--- src/rtl/timer_pkg.sv ---
// Shared timer definitions: control/status bit positions and counter limits.
package timer_pkg;

  localparam int TCR_LOAD = 7;
  localparam int TCR_EN   = 4;
  localparam int TCR_DN   = 3;

  localparam int TSR_OVF = 0;
  localparam int TSR_UDF = 1;

  localparam logic [7:0] CNT_MAX = 8'hFF;
  localparam logic [7:0] CNT_MIN = 8'h00;

  typedef struct packed {
    logic ld;
    logic en;
    logic dn;
  } tcr_q_t;

endpackage

--- src/rtl/timer_edge_det.sv ---
// Sticky 1-bit status flag: set has priority over write-0-to-clear.
module timer_edge_det (
  input  logic pclk,
  input  logic preset_n,
  input  logic set_i,
  input  logic clr_i,
  output logic flag_o
);

  logic flag_q, flag_d;

  always_comb begin
    flag_d = flag_q;
    if (set_i)
      flag_d = 1'b1;
    else if (clr_i)
      flag_d = 1'b0;
  end

  always_ff @(posedge pclk or posedge preset_n) begin
    if (preset_n)
      flag_q <= 1'b0;
    else
      flag_q <= flag_d;
  end

  assign flag_o = flag_q;

endmodule

--- src/rtl/timer_status.sv ---
// Timer overflow/underflow detect, sticky TSR flags and interrupt.
// Optional irq_mask input and masked interrupt under TIMER_STATUS_IRQ_EN.
module timer_status
  import timer_pkg::*;
#(
  parameter int CNT_W = 8,
  parameter int TSR_W = 8
) (
  input  logic             pclk,
  input  logic             preset_n,
  input  logic [CNT_W-1:0] counter,
  input  logic [CNT_W-1:0] last_counter,
  input  logic [7:0]       tcr,
  input  logic             tsr_wr_en,
  input  logic [TSR_W-1:0] tsr_wdata,
`ifdef TIMER_STATUS_IRQ_EN
  input  logic [1:0]       irq_mask,
`endif
  output logic [TSR_W-1:0] tsr,
  output logic             ovf_pulse,
  output logic             udf_pulse,
  output logic             tmr_irq
);

  localparam logic [CNT_W-1:0] MAXV = {CNT_W{1'b1}};
  localparam logic [CNT_W-1:0] MINV = '0;

  tcr_q_t qual_q;
  logic   ovf_det, udf_det;
  logic   ovf_q, udf_q;
  logic   ovf_flag, udf_flag;
  logic   ovf_clr, udf_clr;

  // Controls are delayed one cycle so they line up with last_counter.
  always_ff @(posedge pclk or posedge preset_n) begin
    if (preset_n) begin
      qual_q <= '0;
    end else begin
      qual_q.ld <= tcr[TCR_LOAD];
      qual_q.en <= tcr[TCR_EN];
      qual_q.dn <= tcr[TCR_DN];
    end
  end

  assign ovf_det = qual_q.en & ~qual_q.dn & ~qual_q.ld
                 & (last_counter == MAXV)
                 & (counter == MINV);
  assign udf_det = qual_q.en & qual_q.dn & ~qual_q.ld
                 & (last_counter == MINV)
                 & (counter == MAXV);

  always_ff @(posedge pclk or posedge preset_n) begin
    if (preset_n) begin
      ovf_q <= 1'b0;
      udf_q <= 1'b0;
    end else begin
      ovf_q <= ovf_det;
      udf_q <= udf_det;
    end
  end

  assign ovf_clr = tsr_wr_en & ~tsr_wdata[TSR_OVF];
  assign udf_clr = tsr_wr_en & ~tsr_wdata[TSR_UDF];

  timer_edge_det u_ovf (
    .pclk     (pclk),
    .preset_n (preset_n),
    .set_i    (ovf_det),
    .clr_i    (ovf_clr),
    .flag_o   (ovf_flag)
  );

  timer_edge_det u_udf (
    .pclk     (pclk),
    .preset_n (preset_n),
    .set_i    (udf_det),
    .clr_i    (udf_clr),
    .flag_o   (udf_flag)
  );

  assign tsr       = {{(TSR_W-2){1'b0}}, udf_flag, ovf_flag};
  assign ovf_pulse = ovf_q;
  assign udf_pulse = udf_q;

`ifdef TIMER_STATUS_IRQ_EN
  logic irq_q;

  always_ff @(posedge pclk or posedge preset_n) begin
    if (preset_n)
      irq_q <= 1'b0;
    else
      irq_q <= |({udf_flag, ovf_flag} & irq_mask);
  end

  assign tmr_irq = irq_q;
`else
  assign tmr_irq = 1'b0;
`endif

  logic unused_in;
  assign unused_in = ^{tcr[6:5], tcr[2:0], tsr_wdata[TSR_W-1:2]};

endmodule

--- config.mk ---
export PLATFORM = sky130hd
export DESIGN_NAME = timer_status
export DESIGN_NICKNAME = d
export VERILOG_FILES = /design/src/rtl/timer_pkg.sv /design/src/rtl/timer_edge_det.sv /design/src/rtl/timer_status.sv
export SDC_FILE = /design/constraint.sdc
export NUM_CORES = 1
export LEC_CHECK = 0
export CORE_MARGIN = 2
export CORE_UTILIZATION = 27
export DETAILED_ROUTE_END_ITERATION = 8
export PLACE_DENSITY_LB_ADDON = 0.25
export SLEW_MARGIN = 25
export SYNTH_ARGS = -nofsm -noshare
export SYNTH_HDL_FRONTEND = slang
export SYNTH_SLANG_ARGS = --single-unit
--- constraint.sdc ---
create_clock -name pclk -period 2.2 [get_ports pclk]
set_input_delay 0.55 -clock pclk [delete_from_list [all_inputs] [get_ports pclk]]
set_output_delay 0.55 -clock pclk [all_outputs]
set_load 0.1 [all_outputs]
# Word level (Yosys, flattened, before mapping)
# Index checks and enable logic that the tools add are counted.
totals:
  inputBits: 35
  elab_cells: 31
  out_inout_bits: 11
  ff_bits: 7
classes:
  eq_ne: 2
  n_reduce_logical: 4
  n_mux: 4
  bitwise: 14
op_table:
  columns: ["op", "n"]
  rows:
  - ["$eq 8x8->1 const B", 2]
  - ["$logic_not 8->1", 2]
  - ["$and 1x1->1", 10]
  - ["$mux 1", 4]
  - ["$not 1->1", 4]
  - ["$reduce_bool 2->1", 2]

# Depth between registers and ports, before layout
# Gate-level depths: netlist (run 1).
logic_depth:
  ltp_word: 6
  depth_mapped: 3
  mapped_depth_nobuf: 3

# By module
# From an unflattened synthesis (run 1), not the netlist that was laid out.
hier_totals:
  cells_unflattened: 40
  hier_area_um2: 400.4
modules_own_cells:
  columns: ["module", "seq_area_each_um2", "area_each_um2", "instances", "cells_per_inst"]
  rows:
  - ["timer_status", 125.1, 320.3, 1, 32]
  - ["timer_edge_det", 25.0, 40.0, 2, 4]

# Least setup slack after synthesis (run 1)
# No wires, ideal clock.
synth_timing:
  path_kind: "input-to-reg"
  start: "in last_counter[3]"
  end: "reg u_udf.flag_q, in the netlist u_udf.flag_o"
  required_ps: 2097
  stages: 3
  setup_slack_ps: 371
  setup_time_ps: 103
  t_arrival_ps: 1726
  n_path_buf: 0
  path_cell_list: "or4_1 > or4_4 > o41ai_2"
synth_via:
  elab_chain_cells: 4
  word_cells_on_any_way: 5
  classes_between: "mux: 1; bitwise: 2; reduce/logical: 2"
synth_lines:
  columns: ["item", "line_no", "text"]
  rows:
  - ["from (decl)", "timer_status.sv:12", "input logic [CNT_W-1:0] last_counter,"]
  - ["$logic_not 8->1 (*)", "timer_status.sv:49", "& (last_counter == MINV)"]
  - ["$and 1x1->1 (*)", "timer_status.sv:49", null]
  - ["$and 1x1->1 (*)", "timer_status.sv:50", "& (counter == MAXV);"]
  - ["$mux 1 / $reduce_bool 2->1 (equally long branches)", null, null]
  - ["to (signal assigned)", "timer_edge_det.sv:24", "flag_q <= flag_d;"]
  - ["to (decl)", "timer_edge_det.sv:10", "logic flag_q, flag_d;"]
# Mark *: on every way between the ends. The rest lies on a longest branch, timed or not.
# A chain may end at the register's enable or synchronous reset.

# Worst setup path after layout (run 1)
# Ends and elaborated chain as after synthesis.

==> qor.csv, run 1 <==
metric,value,unit
final WL,821,microns
reg-to-reg endpoint,u_udf.flag_o,
Final Setup Violations,0,
Tot GR Track Use,11.8,%
Synth top cells by count,"buf_4, dfrtp_1, inv_1, nor4_1",
top_reg_cell synth,dfrtp_1,
Routed Antenna Nets,0,
area grow syn2layout,67.1,%
async set or reset register ratio after synthesis,100,%
PwrDens,540,mW/mm^2
Worst Hold Class,in2async,
crit path launch type,input pin,
ranking of synthesized cells by area,"dfrtp_1, buf_4, nor4_1",
vias per cell,4.44,
Post-Synth XOR/XNOR Area,0,%
via count,360,
Yosys top cell by area,dfrtp_1,
Critical path origin,last_counter[3],
count of nets after finishing,102,
final worst slack,164,ps
cts repair resizes,0,
Yosys top cell area share,45.2,%
Max H-tree Level,1,
crit path max fanout,2,
reg2reg path depth,3,
Critical Path Sink,u_udf.flag_o,
worst path cell trace,clkdlybuf4s50_1 -> or4_1 -> or4_4 -> o41ai_2,
die area,0.00176,sq mm
die height,41.9,microns
Crit path max-delay family,simple AND/OR/NAND/NOR gates,
dpl ws,-103,ps
CP peak stage delay,530,ps
Yosys reg bits,7,
WS Path Type,in2reg,
Post-Syn Instances,38,
Clock Path Buffers,2,
global placement routability congestion,0.699,
max frequency,491,MHz
initial antenna violation count,0,
Antenna diodes,0,
fraction of final layout cells sized beyond drive strength 1,15.2,%
die span in x,41.9,microns
top-count cell post-synth,buf_4,
Setup crit end kind,register,
post-synthesis adder-cell area fraction,0,%
mean area per synthesized cell,10.2,sq um
Multi-input gate area,156,sq um
initial DRC count,3,
Core Footprint,0.00132,sq mm
Crit path required time,2350,ps
post-synthesis mux area share,0,%
"CTS clk-pin slew, worst paths",50,ps
port bufs,27,
max-cap violations,0,
Leak Pwr,0.286,nW
library cells used by synthesis,17,
minimum clock period,2040,ps
Final Max Slew Viols,0,
fin crit share,92.5,%
Synth Cell Area,388,sq um
Sink Count,7,
final hold viol count,0,
dpl hpwl,709,microns
clk_lat worst skew,250,ps
Synth warnings,0,
row cnt,13,
largest family of logic cells by synthesized area,simple AND/OR/NAND/NOR gates,
starting density of the core,29.4,%
GR peak layer,met2,
# DRC,0,
cts bufs inserted,3,
met1 GRT Util,10.3,%
slowest CP cell,or4_1,
Synth Area in Compound Gates,9.03,%
Power Total,0.000350,W
CP bufs+invs,1,
Max VDD drop,0.000269,V
simple-gate share of the synthesized area,24.5,%
fillers,143,
CP Depth,4,
sequential share of the synthesized area,45.2,%
postcts setup bufs,0,
reg2reg start,qual_q[2],
drt wl/cell,10.1,microns
outcome,completed,
global routing met3 resource utilization,10.0,%
Root Buffer,clkbuf_4,
Seq. cell area,175,sq um
met2 global-route usage,18.8,%
Hold Buf Count CTS,0,
vias in the first global route,384,
pin count of the biggest net entering global routing,8,
Post-synth EDFFs,0,
CTS tree,done,
total grt overflow,0,
I/O pin count,46,
RSZ-0062 raised after global routing,no,
Worst Path Arrival,2180,ps
post-route clock skew,5.85,ps
first-pass GRT wire length,1.52,mm
TritonRoute pass-1 iters,2,
flop2flop setup slack,960,ps
-- how the worst min path moves through the flow --
stage | endpoint | slack, ps | depth (start not counted)
after CTS | qual_q[0] | 530 | 2
after global placement | u_ovf.flag_o | 520 | 2
final | qual_q[0] | 530 | 2
after floorplan | ovf_pulse | 350 | 1
after detailed placement | u_ovf.flag_o | 520 | 2
after global routing | qual_q[0] | 570 | 2
-- cells by family after synthesis --
kind of cell,Yosys count
buffers and inverters,12
AOI/OAI and AO/OA,4
DFF,7
other,1
and+or+nand+nor,14
-- layout by cell type (no fill, tap or decap) --
master and count:
nor4_1 3, clkbuf_4 3, nand2b_1 1, nand4_1 2, nand3_1 2, conb_1 7, o41ai_2 1, dfrtp_1 7
nand2_1 1, and4b_1 1, buf_4 4, clkdlybuf4s50_1 23, inv_1 3, clkbuf_1 1, or4b_2 1, nor3_1 1
o21ai_0 2, or4_1 1, or4_4 1, o41ai_1 1
-- area by class of cell --
class / instances / share of cell area (%)
Clock buffer: 4 / 4.05
Tap cell: 15 / 2.90
Timing Repair Buffer: 27 / 40.2
Multi-Input combinational cell: 25 / 24.1
Inverter: 3 / 1.74
Sequential cell: 7 / 27.0
-- flip-flops by register name, indices dropped and copies added (netlist names) --
register and cells:
ovf_pulse 1, qual_q 3, u_ovf.flag_o 1, u_udf.flag_o 1
udf_pulse 1
-- through the flow --
stage / utilization [%] / setup TNS (ps) / cell area [sq um] / std cells / hold WS (ps)
3_5_place_dp: 47.2 / -178 / 622 / 77 / 518
4_1_cts: 49.2 / 0 / 648 / 81 / 526
3_3_place_gp: 47.2 / -162 / 622 / 77 / 520
5_1_grt: 49.2 / 0 / 648 / 81 / 567
2_1_floorplan: - / 0 / 410 / 44 / 353
6_report: 49.2 / 0 / 648 / 81 / 525
-- worst register-to-register path: stages, from the launching register on --
cell      delay (ps)
dfrtp_1          350
nand2b_1         170
or4_4            430
o41ai_2          200
-- power breakdown --
group	internal, W	total (W)	switching (W)
Clock	0.0000690	0.000113	0.0000438
Sequential	0.000132	0.000133	0.000000861
Combinational	0.0000390	0.000105	0.0000659
Total	0.000240	0.000350	0.000111
-- layer usage --
layer / part of all wire (%) / wire, microns
met5: 0 / 0
met3: 15 / 127
met4: 0 / 0
met1: 37 / 305
met2: 47 / 388
No activity file was read; power rests on OpenSTA's default activity.
==> run 2: changes to the inputs <==
CORE_MARGIN = 3   (was 2)
==> run 2 against run 1 <==
Register-to-register slack about the same; final area up 0.19%; maximum frequency about the same; global-route usage down 2.1 points; clock-buffer cell count down 1; worst hold slack worse by 6.7 ps; non-clock buffer count unchanged; utilization up 0.095 points; sequential cell count unchanged; critical endpoint unchanged.
==> qor.csv, run 2 (synthesized netlist as in run 1, its figures left out) <==
metric,value,unit
max-cap violations,0,
fin crit share,92.5,%
postcts setup bufs,0,
post-route clock skew,6.02,ps
CP bufs+invs,1,
first-pass GRT wire length,1.26,mm
starting density of the core,29.4,%
CTS tree,done,
total grt overflow,0,
port bufs,27,
# DRC,0,
Core Footprint,0.00132,sq mm
global placement routability congestion,0.668,
WS Path Type,in2reg,
Max H-tree Level,1,
Antenna diodes,0,
Max VDD drop,0.000322,V
die area,0.00193,sq mm
die span in x,43.9,microns
pin count of the biggest net entering global routing,8,
Final Util,49.3,%
count of nets after finishing,102,
slowest CP cell,or4_1,
Root Buffer,clkbuf_4,
drt wl/cell,10.2,microns
die height,43.9,microns
CP peak stage delay,530,ps
area grow syn2layout,67.4,%
Largest Register,qual_q,
vias in the first global route,324,
Tot GR Track Use,9.63,%
"most common cell after layout, fill and taps aside",clkdlybuf4s50_1,
initial antenna violation count,0,
crit path launch type,input pin,
Worst Hold Class,in2async,
Crit path max-delay family,simple AND/OR/NAND/NOR gates,
"CTS clk-pin slew, worst paths",60,ps
I/O pin count,46,
clk_lat worst skew,250,ps
max reg flops,3,
Leak Pwr,0.289,nW
Final Setup Violations,0,
TritonRoute pass-1 iters,2,
row cnt,13,
Final Max Slew Viols,0,
max frequency,491,MHz
Power Total,0.000354,W
dpl hpwl,730,microns
Worst Path Arrival,2180,ps
fillers,133,
Crit path required time,2350,ps
outcome,completed,
initial DRC count,5,
fraction of final layout cells sized beyond drive strength 1,16.7,%
cts bufs inserted,3,
RSZ-0062 raised after global routing,no,
"commonest non-fill, non-tap cells in the layout","clkdlybuf4s50_1, conb_1, dfrtp_1",
via count,359,
final hold viol count,0,
post-route setup TNS,0,ps
crit path max fanout,2,
Sink Count,7,
minimum clock period,2040,ps
PwrDens,545,mW/mm^2
worst path cell trace,clkdlybuf4s50_1 -> or4_1 -> or4_4 -> o41ai_2,
vias per cell,4.43,
Setup crit end kind,register,
cts repair resizes,0,
Clock Path Buffers,2,
Hold Buf Count CTS,0,
Routed Antenna Nets,0,
final WL,827,microns
-- run 2: cell types whose count changed in the layout (fill, tap and decap cells not counted) --
cell | previous run | this run
clkinv_2 | 0 | 1
clkbuf_1 | 1 | 0
-- run 2: metal layers --
metal  track usage, %  part of all wire (%)
met2             13.1                    45
met4             10.8                   1.2
met5                0                     0
met1             10.1                    38
met3             4.56                    15
-- run 2: worst register-to-register path: stages (launching register included) --
cell	delay [ps]
dfrtp_1	350
nand2b_1	170
or4_4	430
o41ai_2	200
-- run 2: area by class of cell --
type | instances | area (sq um) | share of cell area [%]
clock buffers | 3 | 22.5 | 3.47
flip-flops and latches | 7 | 175 | 27.0
repair buffers | 27 | 260 | 40.1
clock inverters | 1 | 5.00 | 0.771
inverters | 3 | 11.3 | 1.73
multi-input cells | 25 | 156 | 24.1
well taps | 15 | 18.8 | 2.89
-- run 2: power breakdown --
group | switching, W | internal, W | total, W | leakage (nW)
sequential | 0.000000874 | 0.000132 | 0.000132 | 0.0909
combinational | 0.0000659 | 0.0000390 | 0.000105 | 0.180
clock | 0.0000504 | 0.0000665 | 0.000117 | 0.0177
total | 0.000117 | 0.000237 | 0.000354 | 0.289
-- run 2: path summary, 6_finish.rpt --
path                                end  cells past startpoint            start  slack (ps)
setup / recovery           u_udf.flag_o                      4  last_counter[3]         160
hold / removal                qual_q[1]                      2         preset_n         520
setup reg to reg           u_udf.flag_o                      3        qual_q[2]         950
hold reg to reg            u_ovf.flag_o                      2     u_ovf.flag_o         520
max in group asynchronous  u_ovf.flag_o                      2         preset_n        1470
min in group pclk          u_ovf.flag_o                      2     u_ovf.flag_o         520
-- run 2: metrics by stage --
stage / worst slack (ps) / cell area, sq um / hold slack (ps) / std cells
after CTS: 164 / 649 / 517 / 81
after floorplan: 371 / 410 / 353 / 44
after global placement: -99.7 / 622 / 527 / 77
final: 165 / 649 / 518 / 81
after detailed placement: -101 / 622 / 518 / 77
after global routing: 85.7 / 649 / 550 / 81
